==> src/rtl/reservation_station_if.sv <==
// Rename-side dispatch, CDB snoop and execute-side issue signals of the reservation station.
interface reservation_station_if #(
    parameter int DEPTH  = 16,
    parameter int PREG_W = 6
);
    localparam int CNT_W = $clog2(DEPTH) + 1;

    // Both handshakes: a transfer occurs on the rising edge where valid && ready are both 1.
    // The producer holds its payload stable while valid is high and ready is low.
    logic              in_valid;
    logic              in_ready;
    logic [6:0]        in_opcode;
    logic [PREG_W-1:0] in_ps1;
    logic [PREG_W-1:0] in_ps2;
    logic [PREG_W-1:0] in_pd;
    logic [31:0]       in_instr;
    logic              in_rdy1;
    logic              in_rdy2;

    logic              cdb_valid;
    logic [PREG_W-1:0] cdb_tag;

    logic              iss_valid;
    logic              iss_ready;
    logic [6:0]        iss_opcode;
    logic [PREG_W-1:0] iss_ps1;
    logic [PREG_W-1:0] iss_ps2;
    logic [PREG_W-1:0] iss_pd;
    logic [31:0]       iss_instr;

    logic [CNT_W-1:0]  count;

    modport master (
        output in_valid, in_opcode, in_ps1, in_ps2, in_pd, in_instr, in_rdy1, in_rdy2,
        output cdb_valid, cdb_tag, iss_ready,
        input  in_ready, iss_valid, iss_opcode, iss_ps1, iss_ps2, iss_pd, iss_instr, count
    );

    modport slave (
        input  in_valid, in_opcode, in_ps1, in_ps2, in_pd, in_instr, in_rdy1, in_rdy2,
        input  cdb_valid, cdb_tag, iss_ready,
        output in_ready, iss_valid, iss_opcode, iss_ps1, iss_ps2, iss_pd, iss_instr, count
    );
endinterface

==> src/rtl/reservation_station.sv <==
// Single issue queue: holds renamed micro-ops until both sources are ready, issues lowest index first.
// Optional RS_CDB_FWD_EN: select also sees the same-cycle CDB tag, waking an entry one cycle earlier.
module reservation_station #(
    parameter  int DEPTH  = 16,
    parameter  int PREG_W = 6,
    localparam int CNT_W  = $clog2(DEPTH) + 1
) (
    input logic                clk,
    input logic                rst_n,
    reservation_station_if.slave rs
);
    localparam int IDX_W = $clog2(DEPTH);

    logic [DEPTH-1:0]  valid_q;
    logic [DEPTH-1:0]  rdy1_q;
    logic [DEPTH-1:0]  rdy2_q;
    logic [6:0]        opcode_q [DEPTH];
    logic [PREG_W-1:0] ps1_q    [DEPTH];
    logic [PREG_W-1:0] ps2_q    [DEPTH];
    logic [PREG_W-1:0] pd_q     [DEPTH];
    logic [31:0]       instr_q  [DEPTH];

    logic [CNT_W-1:0]  count_q;
    logic [CNT_W-1:0]  count_n;
    logic              in_ready_q;

    logic              free_found;
    logic [IDX_W-1:0]  free_idx;
    logic              sel_found;
    logic [IDX_W-1:0]  sel_idx;
    logic [DEPTH-1:0]  issuable;
    logic              do_disp;
    logic              do_iss;
    logic              disp_rdy1;
    logic              disp_rdy2;
    logic              src2_is_imm;

    // Per-entry readiness as seen by select.
    always_comb begin
        for (int i = 0; i < DEPTH; i++) begin
`ifdef RS_CDB_FWD_EN
            issuable[i] = valid_q[i]
                        & (rdy1_q[i] | (rs.cdb_valid && rs.cdb_tag == ps1_q[i]))
                        & (rdy2_q[i] | (rs.cdb_valid && rs.cdb_tag == ps2_q[i]));
`else
            issuable[i] = valid_q[i] & rdy1_q[i] & rdy2_q[i];
`endif
        end
    end

    // Descending scans so the last hit, i.e. the lowest index, wins.
    always_comb begin
        free_found = 1'b0;
        free_idx   = '0;
        sel_found  = 1'b0;
        sel_idx    = '0;
        for (int i = DEPTH - 1; i >= 0; i--) begin
            if (!valid_q[i]) begin
                free_found = 1'b1;
                free_idx   = IDX_W'(i);
            end
            if (issuable[i]) begin
                sel_found = 1'b1;
                sel_idx   = IDX_W'(i);
            end
        end
    end

    assign do_disp     = rs.in_valid && in_ready_q && free_found;
    assign do_iss      = sel_found && rs.iss_ready;
    assign src2_is_imm = (rs.in_opcode == 7'b0010011) || (rs.in_opcode == 7'b0000011);
    assign disp_rdy1   = rs.in_rdy1 || (rs.cdb_valid && rs.cdb_tag == rs.in_ps1);
    assign disp_rdy2   = rs.in_rdy2 || src2_is_imm || (rs.cdb_valid && rs.cdb_tag == rs.in_ps2);

    always_comb begin
        count_n = count_q;
        if (do_disp && !do_iss) begin
            count_n = count_q + CNT_W'(1);
        end else if (!do_disp && do_iss) begin
            count_n = count_q - CNT_W'(1);
        end
    end

    always_ff @(posedge clk or negedge rst_n) begin
        if (!rst_n) begin
            count_q    <= '0;
            in_ready_q <= 1'b1;
        end else begin
            count_q    <= count_n;
            in_ready_q <= (count_n < CNT_W'(DEPTH));
        end
    end

    // Issue clears, dispatch writes a free slot, otherwise valid entries snoop the CDB.
    always_ff @(posedge clk or negedge rst_n) begin
        if (!rst_n) begin
            valid_q <= '0;
            rdy1_q  <= '0;
            rdy2_q  <= '0;
            for (int i = 0; i < DEPTH; i++) begin
                opcode_q[i] <= '0;
                ps1_q[i]    <= '0;
                ps2_q[i]    <= '0;
                pd_q[i]     <= '0;
                instr_q[i]  <= '0;
            end
        end else begin
            for (int i = 0; i < DEPTH; i++) begin
                if (do_iss && sel_idx == IDX_W'(i)) begin
                    valid_q[i] <= 1'b0;
                    rdy1_q[i]  <= 1'b0;
                    rdy2_q[i]  <= 1'b0;
                end else if (do_disp && free_idx == IDX_W'(i)) begin
                    valid_q[i]  <= 1'b1;
                    rdy1_q[i]   <= disp_rdy1;
                    rdy2_q[i]   <= disp_rdy2;
                    opcode_q[i] <= rs.in_opcode;
                    ps1_q[i]    <= rs.in_ps1;
                    ps2_q[i]    <= rs.in_ps2;
                    pd_q[i]     <= rs.in_pd;
                    instr_q[i]  <= rs.in_instr;
                end else if (valid_q[i] && rs.cdb_valid) begin
                    if (rs.cdb_tag == ps1_q[i]) rdy1_q[i] <= 1'b1;
                    if (rs.cdb_tag == ps2_q[i]) rdy2_q[i] <= 1'b1;
                end
            end
        end
    end

    always_comb begin
        rs.iss_valid  = sel_found;
        rs.iss_opcode = '0;
        rs.iss_ps1    = '0;
        rs.iss_ps2    = '0;
        rs.iss_pd     = '0;
        rs.iss_instr  = '0;
        if (sel_found) begin
            rs.iss_opcode = opcode_q[sel_idx];
            rs.iss_ps1    = ps1_q[sel_idx];
            rs.iss_ps2    = ps2_q[sel_idx];
            rs.iss_pd     = pd_q[sel_idx];
            rs.iss_instr  = instr_q[sel_idx];
        end
    end

    assign rs.in_ready = in_ready_q;
    assign rs.count    = count_q;
endmodule
==> src/flat_wrapper.sv <==
// flat-port wrapper written by rule: the top's interface ports become plain ports
module reservation_station_flat 
#(
    parameter  int DEPTH  = 16,
    parameter  int PREG_W = 6,
    localparam int CNT_W  = $clog2(DEPTH) + 1
)
  (clk, rst_n, rs_in_valid, rs_in_opcode, rs_in_ps1, rs_in_ps2, rs_in_pd, rs_in_instr, rs_in_rdy1, rs_in_rdy2, rs_cdb_valid, rs_cdb_tag, rs_iss_ready, rs_in_ready, rs_iss_valid, rs_iss_opcode, rs_iss_ps1, rs_iss_ps2, rs_iss_pd, rs_iss_instr, rs_count);
  reservation_station_if #(.DEPTH(DEPTH), .PREG_W(PREG_W)) rs_i ();
  input logic clk;
  input logic rst_n;
  input wire logic [$bits(rs_i.in_valid)-1:0] rs_in_valid;
  input wire logic [$bits(rs_i.in_opcode)-1:0] rs_in_opcode;
  input wire logic [$bits(rs_i.in_ps1)-1:0] rs_in_ps1;
  input wire logic [$bits(rs_i.in_ps2)-1:0] rs_in_ps2;
  input wire logic [$bits(rs_i.in_pd)-1:0] rs_in_pd;
  input wire logic [$bits(rs_i.in_instr)-1:0] rs_in_instr;
  input wire logic [$bits(rs_i.in_rdy1)-1:0] rs_in_rdy1;
  input wire logic [$bits(rs_i.in_rdy2)-1:0] rs_in_rdy2;
  input wire logic [$bits(rs_i.cdb_valid)-1:0] rs_cdb_valid;
  input wire logic [$bits(rs_i.cdb_tag)-1:0] rs_cdb_tag;
  input wire logic [$bits(rs_i.iss_ready)-1:0] rs_iss_ready;
  output wire logic [$bits(rs_i.in_ready)-1:0] rs_in_ready;
  output wire logic [$bits(rs_i.iss_valid)-1:0] rs_iss_valid;
  output wire logic [$bits(rs_i.iss_opcode)-1:0] rs_iss_opcode;
  output wire logic [$bits(rs_i.iss_ps1)-1:0] rs_iss_ps1;
  output wire logic [$bits(rs_i.iss_ps2)-1:0] rs_iss_ps2;
  output wire logic [$bits(rs_i.iss_pd)-1:0] rs_iss_pd;
  output wire logic [$bits(rs_i.iss_instr)-1:0] rs_iss_instr;
  output wire logic [$bits(rs_i.count)-1:0] rs_count;
  assign rs_i.in_valid = rs_in_valid;
  assign rs_i.in_opcode = rs_in_opcode;
  assign rs_i.in_ps1 = rs_in_ps1;
  assign rs_i.in_ps2 = rs_in_ps2;
  assign rs_i.in_pd = rs_in_pd;
  assign rs_i.in_instr = rs_in_instr;
  assign rs_i.in_rdy1 = rs_in_rdy1;
  assign rs_i.in_rdy2 = rs_in_rdy2;
  assign rs_i.cdb_valid = rs_cdb_valid;
  assign rs_i.cdb_tag = rs_cdb_tag;
  assign rs_i.iss_ready = rs_iss_ready;
  assign rs_in_ready = rs_i.in_ready;
  assign rs_iss_valid = rs_i.iss_valid;
  assign rs_iss_opcode = rs_i.iss_opcode;
  assign rs_iss_ps1 = rs_i.iss_ps1;
  assign rs_iss_ps2 = rs_i.iss_ps2;
  assign rs_iss_pd = rs_i.iss_pd;
  assign rs_iss_instr = rs_i.iss_instr;
  assign rs_count = rs_i.count;
  reservation_station #(.DEPTH(DEPTH), .PREG_W(PREG_W)) u_core (.clk(clk), .rst_n(rst_n), .rs(rs_i));
endmodule
==> config.mk <==
export PLATFORM = sky130hd
export DESIGN_NAME = reservation_station_flat
export DESIGN_NICKNAME = d
export VERILOG_FILES = /design/src/rtl/reservation_station_if.sv /design/src/rtl/reservation_station.sv /design/src/flat_wrapper.sv
export SDC_FILE = /design/constraint.sdc
export NUM_CORES = 2
export LEC_CHECK = 0
export CORE_MARGIN = 1.5
export CORE_UTILIZATION = 40
export CTS_CLUSTER_DIAMETER = 40
export DETAILED_ROUTE_END_ITERATION = 10
export DONT_BUFFER_PORTS = 1
export SLEW_MARGIN = 20
export SYNTH_ARGS = -nofsm -noshare
export SYNTH_HDL_FRONTEND = slang
export SYNTH_SLANG_ARGS = --single-unit
==> constraint.sdc <==
create_clock -name clk -period 6.46 [get_ports clk]
set_input_delay 1.292 -clock clk [delete_from_list [all_inputs] [get_ports clk]]
set_output_delay 1.292 -clock clk [all_outputs]
set_load 0.05 [all_outputs]
==> impl_metrics.tcl <==
set metrics [dict create \
    ctsHoldBuffers 0 \
    min_period_ps 6150 \
    clock-root-buffer "clkbuf_16" \
    drtAntennaViolNets 0 \
    ctsHtreeMaxLevel 4 \
    crit_slowest_cell "a211oi_2" \
    synthArstFlopShare_pct 100 \
    finish.utilization_pct 47.1 \
    end_kind "output port" \
    cts.sinks 966 \
    maxSlewViolCount 0 \
    die_y_um 338 \
    postCtsResizedCells 0 \
    use_met1_pct 36.9 \
    initial_utilization_pct 40.5 \
    rsz0062_at_grt "false" \
    start_kind "register" \
    cp.required_ps 5170 \
    ys_warn_count 0 \
    final_common_cell "dfrtp_1" \
    ioPinCount 134 \
    worstSkewPairLatency_ps 760 \
    busiest_layer "met2" \
    postCtsSetupBuffers 0 \
    areaGrowthSynthToFinish_pct 16.5 \
    ys.flop_type "dfrtp_1" \
    grt_max_degree 967 \
    path_cells "nand3_1 > nand4_1 > a211oi_2 > nand2_2 > buf_4 > o22ai_1 > nor3_1 > and3_1" \
    hold_path.class "primary input to async pin" \
    finalSetupViolations 0 \
    synth_cells 3978 \
    seq_area_frac_synth_pct 53.8 \
    finalHoldViolations 0 \
    yosys.area.top_type_share_pct 53.7 \
    via_per_inst 6.07 \
    insertedDiodeCount 0 \
    clock_skew_ps 38.6 \
    vias 33400 \
    critPathBufInv 1 \
    clockBufferDepth 3 \
    grt_use_total_pct 27.3 \
    dieArea_mm2 0.114 \
    rows 122 \
    min_period_over_period_pct 95.2 \
    status "complete, no violations" \
    dieWidth_um 338 \
    postSynthAreaPerCell_um2 11.3 \
    ys_seq_elements 966 \
    stdcell_area_mm2 0.0524 \
    worstPathMaxFanout 24 \
    critPathTopFamily "simple AND/OR/NAND/NOR gates" \
    routed_wirelength_mm 159 \
    numCtsBuffers 144 \
    finalNetCount 3971 \
    final_cell_mix "dfrtp_1, mux2_2, nand2_1" \
    critical-path-max-stage-delay_ps 940 \
    place_area_mm2 0.0470 \
    dp_hpwl_mm 90.5 \
    grt_first_pass_wirelength_mm 232 \
    overflow 0 \
    worst_ep_arrival_time_ps 4860 \
    first_pass_iters 5 \
    tightest_slew_ps 1360 \
    antenna_found_initial 3 \
    critPathKind "register to output port" \
    gp_congestion 0.944 \
    tritoncts "built" \
    drc 0 \
    grt_pass1_vias 33000 \
    fmax_mhz 163 \
    first_iter_violations 3636 \
    synth_area_mm2 0.0450 \
    nFillCells 10200 \
    synth.distinct_cells 65 \
    core-area_mm2 0.111 \
    fin_setup_tns_ps 0 \
    post_drt_wl_per_cell_um 28.9 \
    met2_usage_pct 41.8 \
    synth_top_area_cell "dfrtp_1" \
    synth_nets 4052 \
    portBuffers 0 \
    synth_edf_count 0 \
    gr-usage-met3_pct 5.73 \
    cts.clk_slew.worst_paths_ps 50 \
    cap_violations 0 \
    drive_gt1_share_pct 30.5 \
    relSlewSlack_pct 8.35 \
    netlist_top_cells_area "dfrtp_1, mux2_2, nand2_1, o22ai_1, xor2_1" \
]
==> synthesized netlist by cell type (all sizes together) (2+ instances only) <==
master and number:
or3 4, a211o 35, o21ai 51, mux2 740, o2111ai 4, and3 25, a2111o 3, and2 7
ha 4, a21oi 23, mux2i 2, xor2 130, o221a 3, a41oi 20, a31o 4, o21bai 2
o31ai 2, a31oi 6, o211ai 13, nor4 74, nand2 623, dfrtp 965, nor2b 4, o22a 51
buf 81, a22o 3, nand4 20, a32oi 4, o22ai 237, clkbuf 273, inv 19, nor3 80
or4 10, o221ai 96, nand2b 7, xnor2 75, o21a 3, a22oi 6, a21boi 3, nand3 31
nor2 163, a211oi 57
==> cell type report <==
cell class                 count  area, um2  area share (%)
sequential                   966      24200            46.2
multi-input combinational   2639      19900            38.1
clock buffer                 182       4040            7.72
tap                         1488       1860            3.56
timing repair buffer         127       1180            2.25
clock inverter                80       1110            2.12
inverter                      19       71.3           0.136
==> sequential cells by signal, summed over array words and instances, names as in the netlist, named ones only <==
| signal | count |
|---|---|
| u_core.rs.count | 4 |
| u_core.opcode_q | 112 |
| u_core.instr_q | 512 |
| u_core.valid_q | 16 |
| u_core.ps1_q | 96 |
| u_core.rdy1_q | 16 |
| u_core.rs.in_ready | 1 |
| u_core.ps2_q | 96 |
| u_core.pd_q | 96 |
| u_core.rdy2_q | 16 |
==> per-layer routing <==
layer / share of wire (%) / routed length [um]
met1: 42 / 67500
met2: 45 / 71400
met3: 7.9 / 12500
met4: 4.9 / 7780
met5: 0 / 0
==> worst paths after layout <==
path	start	endpoint	slack, ps	cells after the start
worst max-delay path	u_core.valid_q[3]	rs_iss_ps2[2]	310	8
worst max register to register	u_core.valid_q[10]	u_core.instr_q[176]	2500	9
max in group asynchronous	rst_n	u_core.instr_q[206]	3240	4
min in group clk	u_core.pd_q[58]	u_core.pd_q[58]	470	2
worst min register to register	u_core.pd_q[58]	u_core.pd_q[58]	470	2
worst min-delay path	rst_n	u_core.ps1_q[6]	260	0
==> kinds of logic after synthesis <==
logic type | after synthesis | synth area share (%)
simple gates | 1052 | 10.0
flops | 966 | 53.8
mux | 742 | 18.6
compound gates | 636 | 10.3
buf+inv | 373 | 3.24
xor+xnor | 205 | 3.99
fa+ha+maj | 4 | 0.111
==> stage by stage <==
stage               cells  worst slack [ps]  hold slack, ps
finish               5501               309             257
CTS                  5495               399             293
global route         5501               262             235
global placement     5233              1200             449
detailed placement   5233              1210             456
floorplan            3978              1670             439
Power is not shown: default switching activity piles up to over one toggle a cycle in this logic, so the estimate is an artifact.
